$ cat config.mk
export PLATFORM = sky130hd
export DESIGN_NAME = spi_slave
export DESIGN_NICKNAME = d
export VERILOG_FILES = /design/src/rtl/spi_slave.sv
export SDC_FILE = /design/constraint.sdc
export NUM_CORES = 1
export LEC_CHECK = 0
export CAP_MARGIN = 5
export CORE_ASPECT_RATIO = 1.2
export CORE_MARGIN = 2
export CORE_UTILIZATION = 56
export CTS_CLUSTER_DIAMETER = 40
export DETAILED_ROUTE_END_ITERATION = 10
export HOLD_SLACK_MARGIN = 0.05
export PLACE_DENSITY = 0.83
export SYNTH_ARGS = -nofsm -noshare
export SYNTH_HDL_FRONTEND = slang
export SYNTH_SLANG_ARGS = --single-unit
$ cat constraint.sdc
create_clock -name clk -period 4.1 [get_ports clk]
set_input_delay 1.025 -clock clk [delete_from_list [all_inputs] [get_ports clk]]
set_output_delay 1.025 -clock clk [all_outputs]
set_load 0.005 [all_outputs]
$ cat src/rtl/spi_slave.sv
// SPI mode-0 slave with 2-flop input synchronizers and a two-state (IDLE/SHIFT) FSM.
// Optional overrun flag output rx_overrun is enabled by defining SPI_SLAVE_OVERRUN_EN.
module spi_slave #(
    parameter int DATA_WIDTH = 8
) (
    input  logic                  clk,
    input  logic                  rst_n,
    input  logic                  sclk,
    input  logic                  cs_n,
    input  logic                  mosi,
    output logic                  miso,
    input  logic [DATA_WIDTH-1:0] tx_data,
    output logic [DATA_WIDTH-1:0] rx_data,
    output logic                  rx_valid,
    input  logic                  rx_ack,
`ifdef SPI_SLAVE_OVERRUN_EN
    output logic                  rx_overrun,
`endif
    output logic                  busy
);

    localparam int CW = (DATA_WIDTH > 2) ? $clog2(DATA_WIDTH) : 1;
    localparam logic [CW-1:0] CNT_LAST = CW'(DATA_WIDTH - 1);

    typedef enum logic {
        ST_IDLE  = 1'b0,
        ST_SHIFT = 1'b1
    } state_t;

    state_t                state_q, state_d;
    logic [2:0]            sclk_sync_q;
    logic [2:0]            cs_sync_q;
    logic [1:0]            mosi_sync_q;
    logic [DATA_WIDTH-1:0] tx_sr_q, tx_sr_d;
    logic [DATA_WIDTH-1:0] rx_sr_q, rx_sr_d;
    logic [CW-1:0]         cnt_q, cnt_d;
    logic                  miso_q, miso_d;
    logic [DATA_WIDTH-1:0] rx_data_q, rx_data_d;
    logic                  rx_valid_q, rx_valid_d;
    logic                  busy_q, busy_d;
    logic                  word_done_s;
    logic                  sclk_rise_s, sclk_fall_s, cs_fall_s, cs_rise_s;

    // Bit [1] is the synchronized value, bit [2] its one-cycle-delayed copy for edge detection
    always_ff @(posedge clk or negedge rst_n) begin
        if (!rst_n) begin
            sclk_sync_q <= 3'b000;
            cs_sync_q   <= 3'b111;
            mosi_sync_q <= 2'b00;
        end else begin
            sclk_sync_q <= {sclk_sync_q[1:0], sclk};
            cs_sync_q   <= {cs_sync_q[1:0], cs_n};
            mosi_sync_q <= {mosi_sync_q[0], mosi};
        end
    end

    assign sclk_rise_s = sclk_sync_q[1] & ~sclk_sync_q[2];
    assign sclk_fall_s = ~sclk_sync_q[1] & sclk_sync_q[2];
    assign cs_fall_s   = ~cs_sync_q[1] & cs_sync_q[2];
    assign cs_rise_s   = cs_sync_q[1] & ~cs_sync_q[2];

    // FSM state, shift registers and registered outputs
    always_ff @(posedge clk or negedge rst_n) begin
        if (!rst_n) begin
            state_q    <= ST_IDLE;
            tx_sr_q    <= {DATA_WIDTH{1'b0}};
            rx_sr_q    <= {DATA_WIDTH{1'b0}};
            cnt_q      <= {CW{1'b0}};
            miso_q     <= 1'b0;
            rx_data_q  <= {DATA_WIDTH{1'b0}};
            rx_valid_q <= 1'b0;
            busy_q     <= 1'b0;
        end else begin
            state_q    <= state_d;
            tx_sr_q    <= tx_sr_d;
            rx_sr_q    <= rx_sr_d;
            cnt_q      <= cnt_d;
            miso_q     <= miso_d;
            rx_data_q  <= rx_data_d;
            rx_valid_q <= rx_valid_d;
            busy_q     <= busy_d;
        end
    end

    // Next-state and datapath decode
    always_comb begin
        state_d     = state_q;
        tx_sr_d     = tx_sr_q;
        rx_sr_d     = rx_sr_q;
        cnt_d       = cnt_q;
        miso_d      = miso_q;
        rx_data_d   = rx_data_q;
        word_done_s = 1'b0;
        case (state_q)
            ST_IDLE: begin
                if (cs_fall_s) begin
                    state_d = ST_SHIFT;
                    tx_sr_d = tx_data;
                    cnt_d   = {CW{1'b0}};
                    miso_d  = tx_data[DATA_WIDTH-1];
                end else begin
                    cnt_d  = {CW{1'b0}};
                    miso_d = 1'b0;
                end
            end
            ST_SHIFT: begin
                if (cs_rise_s) begin
                    state_d = ST_IDLE;
                    cnt_d   = {CW{1'b0}};
                    miso_d  = 1'b0;
                end else if (sclk_rise_s) begin
                    rx_sr_d = {rx_sr_q[DATA_WIDTH-2:0], mosi_sync_q[1]};
                    if (cnt_q == CNT_LAST) begin
                        word_done_s = 1'b1;
                        rx_data_d   = {rx_sr_q[DATA_WIDTH-2:0], mosi_sync_q[1]};
                        cnt_d       = {CW{1'b0}};
                        tx_sr_d     = tx_data;
                    end else begin
                        cnt_d = cnt_q + CW'(1);
                    end
                end else if (sclk_fall_s) begin
                    // A zero count here follows a word boundary: present the reloaded MSB unshifted
                    if (cnt_q == {CW{1'b0}}) begin
                        miso_d = tx_sr_q[DATA_WIDTH-1];
                    end else begin
                        tx_sr_d = {tx_sr_q[DATA_WIDTH-2:0], 1'b0};
                        miso_d  = tx_sr_q[DATA_WIDTH-2];
                    end
                end else begin
                    state_d = ST_SHIFT;
                end
            end
            default: begin
                state_d = ST_IDLE;
                miso_d  = 1'b0;
            end
        endcase
    end

    // Completion wins over a simultaneous acknowledge
    always_comb begin
        if (word_done_s) begin
            rx_valid_d = 1'b1;
        end else if (rx_ack) begin
            rx_valid_d = 1'b0;
        end else begin
            rx_valid_d = rx_valid_q;
        end
        busy_d = (state_d == ST_SHIFT);
    end

`ifdef SPI_SLAVE_OVERRUN_EN
    logic overrun_q, overrun_d;

    // Overrun flag: a word landed on top of an unacknowledged one
    always_comb begin
        if (word_done_s && rx_valid_q && !rx_ack) begin
            overrun_d = 1'b1;
        end else if (rx_ack) begin
            overrun_d = 1'b0;
        end else begin
            overrun_d = overrun_q;
        end
    end

    // Overrun flag register
    always_ff @(posedge clk or negedge rst_n) begin
        if (!rst_n) begin
            overrun_q <= 1'b0;
        end else begin
            overrun_q <= overrun_d;
        end
    end

    assign rx_overrun = overrun_q;
`endif

    assign miso     = miso_q;
    assign rx_data  = rx_data_q;
    assign rx_valid = rx_valid_q;
    assign busy     = busy_q;

endmodule

== Yosys cells after proc, flatten, opt, wreduce, memory -nomap -nowiden ==
Cells that the tools add are included.
W data, S select, Z words.

* $add $sub $neg: 1
* Eq/ne operators: 9
* Mux-type cells: 26
* Bitwise logic cells: 10
* Reduce and logical (&&, ||, !) cells: 6

{| class="wikitable"
|+ Operators by type and width
! cell !! number
|-
| $mux W8 || 6
|-
| $pmux W8 S2 || 1
|-
| $mux W1 || 13
|-
| $mux W3 || 3
|-
| $ne A3 B1 Y1 const B || 3
|-
| $ne A3 B2 Y1 const B || 2
|-
| $not A1 Y1 || 6
|-
| $pmux W3 S2 || 1
|-
| $reduce_and A5 Y1 || 1
|-
| $and A1 B1 Y1 || 4
|-
| $ne A2 B2 Y1 const B || 2
|-
| $pmux W1 S2 || 2
|-
| $reduce_and A4 Y1 || 1
|-
| $add A3 B1 Y3 const B || 1
|-
| $eq A3 B3 Y1 const B || 1
|-
| $logic_not A3 Y1 || 1
|-
| $ne A3 B3 Y1 const B || 1
|-
| $reduce_and A3 Y1 || 1
|-
| $reduce_and A2 Y1 || 1
|-
| $reduce_bool A2 Y1 || 1
|}

* Register bits: 37

== Depth between registers and ports, before layout ==
Gate-level depths: netlist (run 1).

* Word-level depth: 6
* Depth in mapped cells: 7
* Gate-level depth less buffers: 6

== Worst setup path after synthesis (run 1) ==
OpenSTA, ideal clock, no wires.

* Path type: register to register
* Start point: register cnt_q[0]
* End point: register tx_sr_q[1]
* Data arrival time: 1540 ps
* Data required time: 3975 ps
* Slack: 2435 ps
* Cell stages (with the launch flop): 7
* Buffers on the path: 1
* Clock period less this slack: 1665 ps
* Cells stage by stage: dfrtp_1 > ha_1 > ha_1 > a22oi_1 > a22o_1 > buf_6 > mux2_4

* Cells in the longest elaborated chain, start to end: 3

{| class="wikitable"
|+ Ends and longest elaborated chain
! what !! line !! RTL
|-
| start, declared || 36 || <nowiki>logic [CW-1:0] cnt_q, cnt_d;</nowiki>
|-
| start signal, assigned || 68 || <nowiki>cnt_q <= {CW{1'b0}};</nowiki>
|-
| start signal, assigned || 77 || <nowiki>cnt_q <= cnt_d;</nowiki>
|-
| $eq A3 B3 Y1 or $logic_not A3 Y1 (tied branches) || 113, 123 ||
|-
| $ne A3 B2 Y1 (no line) or $ne A3 B3 Y1 (tied branches) || -- ||
|-
| $reduce_and A5 Y1 (no line) * || -- ||
|-
| end signal, assigned || 66 || <nowiki>tx_sr_q <= {DATA_WIDTH{1'b0}};</nowiki>
|-
| end signal, assigned || 75 || <nowiki>tx_sr_q <= tx_sr_d;</nowiki>
|-
| end, declared || 34 || <nowiki>logic [DATA_WIDTH-1:0] tx_sr_q, tx_sr_d;</nowiki>
|}

Every way passes the cells marked *; elsewhere a longest branch is shown, timed or not.
A chain may end at the register's enable or synchronous reset.

== Worst setup path in the final report (run 1) ==
* Start point: register busy_q (netlist: busy)
* End point: output busy

{| class="wikitable"
|+ RTL lines
! what !! line !! RTL
|-
| start, declared || 40 || <nowiki>logic busy_q, busy_d;</nowiki>
|-
| start signal, assigned || 81 || <nowiki>busy_q <= busy_d;</nowiki>
|-
| end, declared || 19 || <nowiki>output logic busy</nowiki>
|}

No word-level cell between the ends.

==> flow_metrics.env, run 1 <==
export IMPL_numCtsBuffers=5
export IMPL_drive_gt1_share_pct=31.39
export IMPL_synth_edf_count=0
export IMPL_yosys_register_bits=37
export IMPL_synth_distinct_cells=25
export IMPL_post_route_min_period_ps=2410
export IMPL_cts_tree="done"
export IMPL_setup_viol=0
export IMPL_cts_buffer_depth=2
export IMPL_crit_slowest_cell="clkdlybuf4s50_1"
export IMPL_grt_max_degree=21
export IMPL_numPortBuffers=24
export IMPL_start_kind="register"
export IMPL_worst_slew_pin_slew_ps=741.7
export IMPL_critPathArrivalTime_ps=1390
export IMPL_antenna_found_initial=0
export IMPL_grt_pass1_wl_um=3864
export IMPL_ctsResizeCount=0
export IMPL_io_pins=25
export IMPL_grt_overflow_total=0
export IMPL_p_leak_nw=0.8686
export IMPL_vias=880
export IMPL_end_kind="output pin"
export IMPL_drc_errors=0
export IMPL_insertion_delay_ps=330
export IMPL_first_global_vias=912
export IMPL_fp_dieH_um=61.36
export IMPL_whs_path_depth=0
export IMPL_die_w_um=51.80
export IMPL_synth_area_per_cell_um2=14.48
export IMPL_avgRoutedWirePerCell_um=13.51
export IMPL_ant_nets=0
export IMPL_cts_setup_buffers=0
export IMPL_rows=20
export IMPL_synth_area_um2=1535
export IMPL_clk_pin_slew_ps=100
export IMPL_clock_sinks=37
export IMPL_cellPowerDensity_nw_per_um2=442.5
export IMPL_routabilityCongestion=0.7450
export IMPL_max_freq_mhz=414.9
export IMPL_synth_ff_type="dfrtp_1"
export IMPL_hp_class="reg -> reg"
export IMPL_utilization_pct=72.04
export IMPL_ir_drop_uv=378.2
export IMPL_max_stage_delay_ps=550
export IMPL_path_max_fanout=7
export IMPL_cp_num_buf_inv=1
export IMPL_crit_required_ps=3070
export IMPL_ys_seq_area_share_pct=60.55
export IMPL_hold_ws_ps=353.1
export IMPL_n_fill_cell=183
export IMPL_drt_total_wl_um=2297
export IMPL_critical_path_class="reg -> out"
export IMPL_dieArea_um2=3178
export IMPL_area_growth_pct=20.95
export IMPL_hold_viol_final=0
export IMPL_drv_slew=0
export IMPL_cp_depth=1
export IMPL_synth_cells=106
export IMPL_place_hpwl_um=1666
export IMPL_htreeDepth=2
export IMPL_fp_coreArea_um2=2577
export IMPL_status="finished, final reports clean"
export IMPL_slew_headroom_pct=50.40
export IMPL_final_net_count=153
export IMPL_grtUsageTotal_pct=17.67
export IMPL_initial_core_util_pct=59.56
export IMPL_yosys_warnings=0
export IMPL_rsz0062_at_grt="no"
export IMPL_antenna_cells=0
export IMPL_finClkSkew_ps=8.946
export IMPL_clk_root_buffer_cell="clkbuf_4"
export IMPL_drt_first_pass_iters=4
export IMPL_vias_per_cell=5.176
export IMPL_r2r_cells=5
export IMPL_synth_async_reset_ratio_pct=100.0
export IMPL_cp_top_family="buffers and inverters"
export IMPL_drt_iter0_drc=7
export IMPL_tns_ps=0
export IMPL_crit_chain="clkdlybuf4s50_1"
export IMPL_power_mw=0.8217
export IMPL_synth_nets=123
export IMPL_fin_crit_sh_pct=58.79
export IMPL_drv_cap=0
export IMPL_hold_buffers=0
-- through the flow --
stage	setup slack, ps	cell area, um^2	std cells
floorplan	2435	1535	106
global placement	1882	1808	162
detailed placement	1829	1808	162
CTS	1662	1857	170
global route	1597	1857	170
finish	1690	1857	170
-- layer usage --
metal / track usage, % / vias up / part of all wire [%] / wire (um)
met3: 6.553 / 5 / 5.2 / 120
met2: 29.49 / 26 / 48 / 1095
met5: 0 / - / 0 / 0
met1: 20.13 / 420 / 45 / 1031
li1: - / 429 / - / -
met4: 9.023 / 0 / 2.2 / 50
-- where the power goes --
| part | leakage [nW] | internal, mW | switching, mW |
|---|---|---|---|
| Combinational | 0.377 | 0.114 | 0.0526 |
| Clock | 0.0265 | 0.0683 | 0.101 |
| Sequential | 0.465 | 0.440 | 0.0458 |
| Total | 0.869 | 0.622 | 0.200 |
-- final cells by class --
| type | instances | area (um^2) | share of cell area (%) |
|---|---|---|---|
| flip-flops and latches | 37 | 929.6 | 50.07 |
| multi-input cells | 62 | 570.5 | 30.73 |
| repair buffers | 25 | 247.7 | 13.34 |
| clock buffers | 8 | 48.80 | 2.628 |
| well taps | 33 | 41.29 | 2.224 |
| inverters | 5 | 18.77 | 1.011 |
-- cell families after synthesis --
| family | synth area share, % |
|---|---|
| AOI/OAI and AO/OA | 3.504 |
| adders and majority gates | 2.445 |
| and+or+nand+nor | 7.579 |
| buffers and inverters | 2.282 |
| DFF | 60.55 |
| muxes | 23.64 |
-- cells in the mapped netlist (2+ instances only) --
master	n	area share (%)
a21oi_1	3	0.98
dfrtp_1	34	55
dfstp_2	3	5.1
ha_1	3	2.4
inv_1	5	1.2
mux2_2	22	16
mux2_4	7	6.8
nand2_1	7	1.7
nand2_2	2	0.81
nand2b_1	4	1.6
nor2_1	2	0.49
-- worst reg2reg max path, delay by kind of cell, from the launching register on --
| family | cells | cell delay (ps) |
|---|---|---|
| AO/OA/AOI/OAI | 2 | 640 |
| flip-flops | 1 | 420 |
| adder cells (fa/ha/maj) | 2 | 450 |
| multiplexers | 1 | 350 |
-- flip-flops by register name, indices dropped and copies added, names as in the netlist --
signal,cells
cnt_q,3
rx_valid,1
tx_sr_q,8
sclk_sync_q,3
miso,1
cs_sync_q,3
rx_data,8
busy,1
rx_sr_q,7
mosi_sync_q,2
-- layout by cell type (no fill, tap or decap), types with 2 or more instances in the layout --
cell type,synthesis,final
dfrtp_1,34,34
clkdlybuf4s50_1,0,24
mux2_2,22,22
nand2_1,7,7
mux2_4,7,7
inv_1,5,5
clkbuf_4,0,5
nand2b_1,4,4
a21oi_1,3,3
ha_1,3,3
clkbuf_1,0,3
dfstp_2,3,3
nand2_2,2,2
nor2_1,2,2
-- final timing paths --
path	start	end	slack, ps
worst max register to register	cnt_q[0]	tx_sr_q[4]	2130
min in group asynchronous	rst_n	cnt_q[2]	1120
max in group asynchronous	rst_n	tx_sr_q[1]	2240
worst max-delay path	busy	busy	1690
worst min register to register	sclk_sync_q[0]	sclk_sync_q[1]	350
worst min-delay path	sclk_sync_q[0]	sclk_sync_q[1]	350
(Power assumes the default switching activity.)
==> run 2: changes to the inputs <==
CORE_UTILIZATION = 52   (was 56)
PLACE_DENSITY = 0.78   (was 0.83)
clock period = 2.3 ns   (was 4.1 ns; I/O delays follow)
==> run 2 against run 1 <==
Count of clock-buffer cells in the layout is 2 lower. Register-to-register slack worse by 1800 ps. Flip-flop and latch count stayed put. Global-route usage is 0.24 points higher. Highest routed layer unchanged. Critical endpoint unchanged. Critical path type unchanged. Largest power group unchanged. Utilization is 4.5 points lower. Sequential share of layout area is 1.1 points lower. Hold slack worse by 3.4 ps. Cell area is 2.2% higher. Clock power grew to 2.8 times the previous value.
==> flow_metrics.env, run 2 (synthesis results as in run 1) <==
export IMPL_status="finished, final reports clean"
export IMPL_use_met1_pct=21.28
export IMPL_fp_coreArea_um2=2811
export IMPL_whs_path_depth=0
export IMPL_post_route_min_period_ps=1978
export IMPL_htreeDepth=2
export IMPL_drt_iter0_drc=20
export IMPL_cellPowerDensity_nw_per_um2=863.4
export IMPL_cp_num_buf_inv=1
export IMPL_grtUsageTotal_pct=17.90
export IMPL_dieArea_um2=3405
export IMPL_grt_overflow_total=0
export IMPL_clk_pin_slew_ps=110
export IMPL_gr_usage_met3_pct=6.398
export IMPL_insertion_delay_ps=340
export IMPL_drc_errors=0
export IMPL_r2r_cells=5
export IMPL_critical_path_class="reg -> out"
export IMPL_ctsResizeCount=0
export IMPL_critPathArrivalTime_ps=1400
export IMPL_end_kind="output pin"
export IMPL_max_freq_mhz=505.6
export IMPL_r2r_start="cnt_q[0]"
export IMPL_numPortBuffers=24
export IMPL_rsz0062_at_grt="no"
export IMPL_vias=914
export IMPL_timing_rr_end="tx_sr_q[6]"
export IMPL_grt_max_degree=38
export IMPL_initial_core_util_pct=54.61
export IMPL_place_area_um2=1809
export IMPL_rows=21
export IMPL_setup_viol=0
export IMPL_drt_total_wl_um=2473
export IMPL_ant_nets=0
export IMPL_tns_ps=0
export IMPL_grt_busiest_layer="met2"
export IMPL_ff2ff_setup_slack_ps=350
export IMPL_crit_slowest_cell="clkdlybuf4s50_1"
export IMPL_first_global_vias=969
export IMPL_cp_top_family="buffers and inverters"
export IMPL_clock_sinks=37
export IMPL_numCtsBuffers=5
export IMPL_mostFrequentLayoutCell="dfrtp_1"
export IMPL_start_kind="register"
export IMPL_hp_class="reg -> reg"
export IMPL_place_hpwl_um=1720
export IMPL_avgRoutedWirePerCell_um=14.46
export IMPL_drt_first_pass_iters=3
export IMPL_clk_root_buffer_cell="clkbuf_4"
export IMPL_holdCritStartpoint="sclk_sync_q[0]"
export IMPL_routabilityCongestion=0.8496
export IMPL_worst_slew_pin_slew_ps=494.8
export IMPL_die_w_um=53.60
export IMPL_path_max_fanout=7
export IMPL_final_net_count=153
export IMPL_cts_buffer_depth=2
export IMPL_vias_per_cell=5.345
export IMPL_finClkSkew_ps=15.06
export IMPL_fin_crit_sh_pct=86.00
export IMPL_hold_buffers=0
export IMPL_crit_required_ps=1730
export IMPL_finalWorstSetupSlack_ps=322.1
export IMPL_worstHoldEndpoint="sclk_sync_q[1]"
export IMPL_drv_slew=0
export IMPL_utilization_pct=67.51
export IMPL_grtUsageMet2_pct=27.16
export IMPL_crit_chain="clkdlybuf4s50_1"
export IMPL_cts_tree="done"
export IMPL_drive_gt1_share_pct=33.58
export IMPL_slew_headroom_pct=67.01
export IMPL_ir_drop_uv=839.0
export IMPL_antenna_cells=0
export IMPL_drv_cap=0
export IMPL_hold_viol_final=0
export IMPL_final_cell_mix="dfrtp_1, clkdlybuf4s50_1, mux2_2"
export IMPL_cts_setup_buffers=0
export IMPL_max_stage_delay_ps=560
export IMPL_post_place_ws_ps=345.1
export IMPL_antenna_found_initial=0
export IMPL_area_growth_pct=23.63
export IMPL_p_leak_nw=0.8865
export IMPL_io_pins=25
export IMPL_grt_pass1_wl_um=4312
export IMPL_stdcell_area_um2=1898
export IMPL_fp_dieH_um=63.52
## run 2: changes by cell type in the layout (fill, tap and decap cells not counted)
cell        change
bufinv_16       +1
clkbuf_8        +1
clkbuf_1        -3
clkinvlp_4      +1
## run 2: per-layer routing
metal | part of all wire [%] | vias up
li1 | - | 427
met4 | 2.7 | 0
met3 | 5.7 | 10
met1 | 43 | 450
met5 | 0 | -
met2 | 48 | 27
## run 2: worst max path at each step
stage | slack (ps) | cells after the start | from | end
CTS | 310 | 1 | busy | busy
detailed placement | 350 | 5 | cnt_q[0] | tx_sr_q[2]
global route | 240 | 5 | cnt_q[0] | tx_sr_q[7]
global placement | 430 | 5 | cnt_q[0] | tx_sr_q[1]
floorplan | 630 | 6 | cnt_q[0] | tx_sr_q[1]
finish | 320 | 1 | busy | busy
## run 2: power by group
part	switching (mW)	total [mW]	leakage (nW)	internal, mW
sequential	0.0865	0.870	0.465	0.784
combinational	0.0949	0.298	0.377	0.203
clock	0.213	0.471	0.0445	0.258
total	0.394	1.64	0.886	1.24
## run 2: layout make-up
class                           instances  area (um^2)
Sequential cell                        37        929.6
Fill cell                             219        913.4
Multi-Input combinational cell         62        570.5
Timing Repair Buffer                   25        247.7
Clock buffer                            6        51.30
Tap cell                               34        42.54
Clock inverter                          2        37.54
Inverter                                5        18.77
## run 2: stage by stage
stage	total power, mW	hold WS [ps]	cells
CTS	1.663	358.6	171
floorplan	1.088	279.4	106
finish	1.639	349.7	171
detailed placement	1.181	338.7	163
global placement	1.164	334.2	163
global route	1.733	367.3	171
==> RTL change 1, RTL diff (flow settings as in run 2) <==
The parameter `DATA_WIDTH` goes from 8 to 4.
--- a/src/rtl/spi_slave.sv
+++ b/src/rtl/spi_slave.sv
@@ -1,7 +1,7 @@
 // SPI mode-0 slave with 2-flop input synchronizers and a two-state (IDLE/SHIFT) FSM.
 // Optional overrun flag output rx_overrun is enabled by defining SPI_SLAVE_OVERRUN_EN.
 module spi_slave #(
-    parameter int DATA_WIDTH = 8
+    parameter int DATA_WIDTH = 4
 ) (
     input  logic                  clk,
     input  logic                  rst_n,
Interface: changed (resized rx_data and tx_data); port bits go from 25 to 17. No check against the original RTL was run, so the function may have changed too.
==> RTL change 1 against run 2 <==
Clock skew down 0.0087 ns; count of clock-buffer cells in the layout is 2 lower; wire length fell by 41%; area after synthesis fell by 37%; non-clock buffer count decreased by 8; total power down 45%; final area is 37% lower; fmax up 2.8%; sequential cell count shrank 13; critical path depth unchanged; worst setup slack gained 0.053 ns; global-route usage is 3.1 points lower; largest cell class unchanged; largest power group unchanged; highest routed layer unchanged.
==> RTL change 1: results (changes against run 2) <==
outcome: "completed"  # unchanged
critical_path.reg2reg.startpoint: "sclk_sync_q[2]$_DFF_PN0_"  # was cnt_q[0]$_DFFE_PN0P_
finalHoldWorstSlack_ns: 0.3661  # was 0.3497 ns
fillerInstances: 143  # was 219
port_buffers: 16  # was 24
critical_path.slowest_cell: "clkdlybuf4s50_1"  # unchanged
rr_endpoint: "tx_sr_q[2]$_DFFE_PN0P_"  # was tx_sr_q[6]$_DFFE_PN0P_
synth_commonest_cells: "dfrtp_1 (21), mux2_2 (10), nand2_1 (6)"  # was dfrtp_1 (34), mux2_2 (22), mux2_4 (7), nand2_1 (7), inv_1 (5)
max_slew.worst_pin.slew_ns: 0.2886  # was 0.4948 ns
async_reset_ff_share_pct: 100.0  # unchanged
drive_gt1_share_pct: 25.56  # was 33.58%
final_hpwl_from_detailed_placement_um: 1133  # was 1720 um
synthesis.nets: 81  # was 123
vdd_ir_drop_max_v: 0.0007007  # was 0.0008390 V
synth.yosys.seq_area_share_pct: 62.81  # was 60.55%
regToRegSetupSlack_ns: 0.67  # was 0.35 ns
grt_antenna_before_repair: 0  # unchanged
placement.setup.worst_slack_ns: 0.6502  # was 0.3451 ns
grt_first_pass_wirelength_um: 2428  # was 4312 um
clock_latency_ns: 0.30  # was 0.34 ns
ys_types: 20  # was 25
cp_data_arrival_time_ns: 1.35  # was 1.40 ns
multi_input_area_um2: 339.1  # was 570.5 um^2
hold_path.class: "reg -> reg"  # unchanged
power.static_leakage_nw: 0.5545  # was 0.8865 nW
tritoncts.num_buffers: 3  # was 5
drtIter0Drc: 3  # was 20
worst_r2r_path_depth: 4  # was 5
num_antenna_cells: 0  # unchanged
detailed_place.area_um2: 1154  # was 1809 um^2
final.setup_skew_ns: 0.006359  # was 0.01506 ns
clock_tree.buffer_depth: 2  # unchanged
drt-vias-per-instance: 5.303  # was 5.345
routed_wire_length_per_instance_um: 13.32  # was 14.46 um
grt_util_all_layers_pct: 14.77  # was 17.90%
drt_first_pass_iters: 2  # was 3
htreeDepth: 1  # was 2
final_net_count: 103  # was 153
netlist_top_cells_area: "dfrtp_1 (55%), mux2_2 (12%), dfstp_2 (8.2%)"  # was dfrtp_1 (55%), mux2_2 (16%), mux2_4 (6.8%)
grt_start_max_net_pins: 25  # was 38
place.gp.congestion: 0.7369  # was 0.8496
vias_in_the_first_global_route: 563  # was 969
-- RTL change 1: cell types whose count changed after synthesis, moves of 2 or more --
cell and delta:
dfrtp_1 -13, mux2_2 -12, mux2_4 -4, nand2_2 -2
-- RTL change 1: kinds of logic (layout without fill, tap and decap cells) --
| logic type | after synthesis | count (layout) | share of synthesized area (%) |
|---|---|---|---|
| AND/OR/NAND/NOR | 16 | 16 | 8.453 |
| adder cells (fa/ha/maj) | 2 | 2 | 2.600 |
| AO/OA/AOI/OAI | 7 | 7 | 5.721 |
| flip-flops | 24 | 24 | 62.81 |
| buffers and inverters | 5 | 26 | 1.951 |
| multiplexers | 15 | 15 | 18.47 |
-- RTL change 1: final cells by class --
cell class,instances,area share (%)
Tap cell,19,1.998
Inverter,5,1.577
Sequential cell,24,50.79
Timing Repair Buffer,17,14.09
Multi-Input combinational cell,40,28.50
Clock buffer,4,3.049
-- RTL change 1: per-layer routing --
metal | GRT usage, % | share of wire, % | up-vias
met3 | 3.180 | 3.2 | 2
met1 | 18.44 | 44 | 288
li1 | - | - | 278
met4 | 6.061 | 1.2 | 0
met5 | 0 | 0 | -
met2 | 24.63 | 52 | 10
-- RTL change 1: worst max path at each step --
stage | slack (ns) | from | end
after floorplan | 0.78 | sclk_sync_q[2]$_DFF_PN0_ | tx_sr_q[1]$_DFFE_PN0P_
after global placement | 0.67 | tx_data[3] | tx_sr_q[3]$_DFFE_PN0P_
after detailed placement | 0.65 | tx_data[3] | tx_sr_q[3]$_DFFE_PN0P_
after CTS | 0.36 | busy$_DFF_PN0_ | busy
after global routing | 0.32 | busy$_DFF_PN0_ | busy
final | 0.38 | busy$_DFF_PN0_ | busy
-- RTL change 1: where the power goes --
group	total, mW	internal, mW	switching, mW
Combinational	0.166	0.110	0.0562
Clock	0.208	0.0963	0.111
Sequential	0.533	0.489	0.0433
Total	0.907	0.696	0.211
-- RTL change 1: per-stage QoR --
step	instances	total power [mW]
final	109	0.9067
after global routing	109	0.9588
after CTS	109	0.9226
after detailed placement	105	0.7125
after global placement	105	0.6974
after floorplan	69	0.6451
==> RTL change 2, RTL diff (config.mk and constraints of run 2) <==
Without the edit above. Add a define of `SPI_SLAVE_OVERRUN_EN`.
--- a/src/rtl/spi_slave.sv
+++ b/src/rtl/spi_slave.sv
@@ -1,5 +1,7 @@
 // SPI mode-0 slave with 2-flop input synchronizers and a two-state (IDLE/SHIFT) FSM.
 // Optional overrun flag output rx_overrun is enabled by defining SPI_SLAVE_OVERRUN_EN.
+`define SPI_SLAVE_OVERRUN_EN
+
 module spi_slave #(
     parameter int DATA_WIDTH = 8
 ) (
Check against the original RTL (old outputs only; new: rx_overrun): equivalent (Yosys induction, for registers that start in step).
==> RTL change 2 against run 2 <==
Area after synthesis grew 2.5%; total power down 7.7%; hold slack lost 0.036 ns; worst setup slack worse by 0.042 ns; sequential cell count rose by 1; final area stayed put; wire length grew 2.3%; global-route usage fell by 0.24 points; critical path type is now reg -> reg.
==> RTL change 2: results (changes against run 2) <==
outcome: "completed"  # unchanged
drt_first_pass_iters: 4  # was 3
power.static_leakage_nw: 0.8842  # was 0.8865 nW
critical_path.slowest_cell: "a22o_1"  # was clkdlybuf4s50_1
netlist_top_cells_area: "dfrtp_1 (56%), mux2_2 (16%), mux2_4 (6.7%)"  # was dfrtp_1 (55%), mux2_2 (16%), mux2_4 (6.8%)
clockNetworkPower_mw: 0.329  # was 0.471 mW
ys_types: 26  # was 25
synthesis.area_per_instance_um2: 14.44  # was 14.48 um^2
vdd_ir_drop_max_v: 0.0005138  # was 0.0008390 V
synthesis.nets: 126  # was 123
synth.yosys.seq_area_share_pct: 60.65  # was 60.55%
place.gp.congestion: 0.8229  # was 0.8496
synth-warning-count: 0  # unchanged
hold_path.class: "in -> async"  # was reg -> reg
final_hpwl_from_detailed_placement_um: 1763  # was 1720 um
drive_gt1_share_pct: 32.14  # was 33.58%
routed_wire_length_per_instance_um: 14.55  # was 14.46 um
powerDensity_nw_per_um2: 797.0  # was 863.4 nW/um^2
detailed_place.area_um2: 1846  # was 1809 um^2
drt-vias-per-instance: 5.230  # was 5.345
worst-path-max-fanout: 8  # was 7
grt_start_max_net_pins: 39  # was 38
placement.setup.worst_slack_ns: 0.3096  # was 0.3451 ns
port_buffers: 25  # was 24
vias_in_the_first_global_route: 988  # was 969
placed_instances: 166  # was 163
worst_path_largest_cell_delay_ns: 0.49  # was 0.56 ns
cp_data_arrival_time_ns: 2.25  # was 1.40 ns
aggregate_routed_wire_length_um: 2531  # was 2473 um
grt_util_all_layers_pct: 17.67  # was 17.90%
final_net_count: 156  # was 153
final.setup_skew_ns: 0.01141  # was 0.01506 ns
drtIter0Drc: 18  # was 20
switching_power_mw: 0.3898  # was 0.3939 mW
max-slew-margin-rel_pct: 45.94  # was 67.01%
fillerInstances: 212  # was 219
grt_first_pass_wirelength_um: 4319  # was 4312 um
synth_commonest_cells: "dfrtp_1 (35), mux2_2 (22), mux2_4 (7), nand2_1 (7), inv_1 (5)"  # was dfrtp_1 (34), mux2_2 (22), mux2_4 (7), nand2_1 (7), inv_1 (5)
critPathTopFamily: "compound AO/OA/AOI/OAI gates"  # was buffers and inverters
cts_post_setup_buffers_inserted: 0  # unchanged
grt_antenna_before_repair: 0  # unchanged
## RTL change 2: cell type report
type | count | area (um^2) | share of cell area, %
clock inverters | 1 | 7.507 | 0.3955
repair buffers | 25 | 245.2 | 12.92
flip-flops and latches | 38 | 954.7 | 50.30
clock buffers | 7 | 45.04 | 2.373
inverters | 5 | 18.77 | 0.9888
multi-input cells | 64 | 584.3 | 30.78
well taps | 34 | 42.54 | 2.241
## RTL change 2: cell families (layout without fill, tap and decap cells)
group	count (synthesis)	after routing	synth area share (%)
flops	38	38	60.65
mux	30	30	23.05
simple gates	22	22	7.631
compound gates	9	9	4.054
buf+inv	7	38	2.226
fa+ha+maj	3	3	2.385
## RTL change 2: final timing paths
check	endpoint	startpoint	cells after the start	slack (ns)
min in group clk	cs_sync_q[1]$_DFF_PN1_	cs_sync_q[0]$_DFF_PN1_	0	0.36
hold / removal	rx_sr_q[4]$_DFFE_PN0P_	rst_n	1	0.31
hold reg to reg	cs_sync_q[1]$_DFF_PN1_	cs_sync_q[0]$_DFF_PN1_	0	0.36
setup / recovery	tx_sr_q[5]$_DFFE_PN0P_	cnt_q[0]$_DFFE_PN0P_	5	0.28
max in group asynchronous	cnt_q[2]$_DFFE_PN0P_	rst_n	1	1.48
setup reg to reg	tx_sr_q[5]$_DFFE_PN0P_	cnt_q[0]$_DFFE_PN0P_	5	0.28
## RTL change 2: per-layer routing
| metal | up-vias | GRT usage, % | routed length [um] |
|---|---|---|---|
| met5 | - | 0 | 0 |
| met4 | 0 | 8.438 | 51 |
| met3 | 7 | 6.308 | 149 |
| met2 | 24 | 26.96 | 1191 |
| met1 | 442 | 21.77 | 1139 |
| li1 | 437 | - | - |
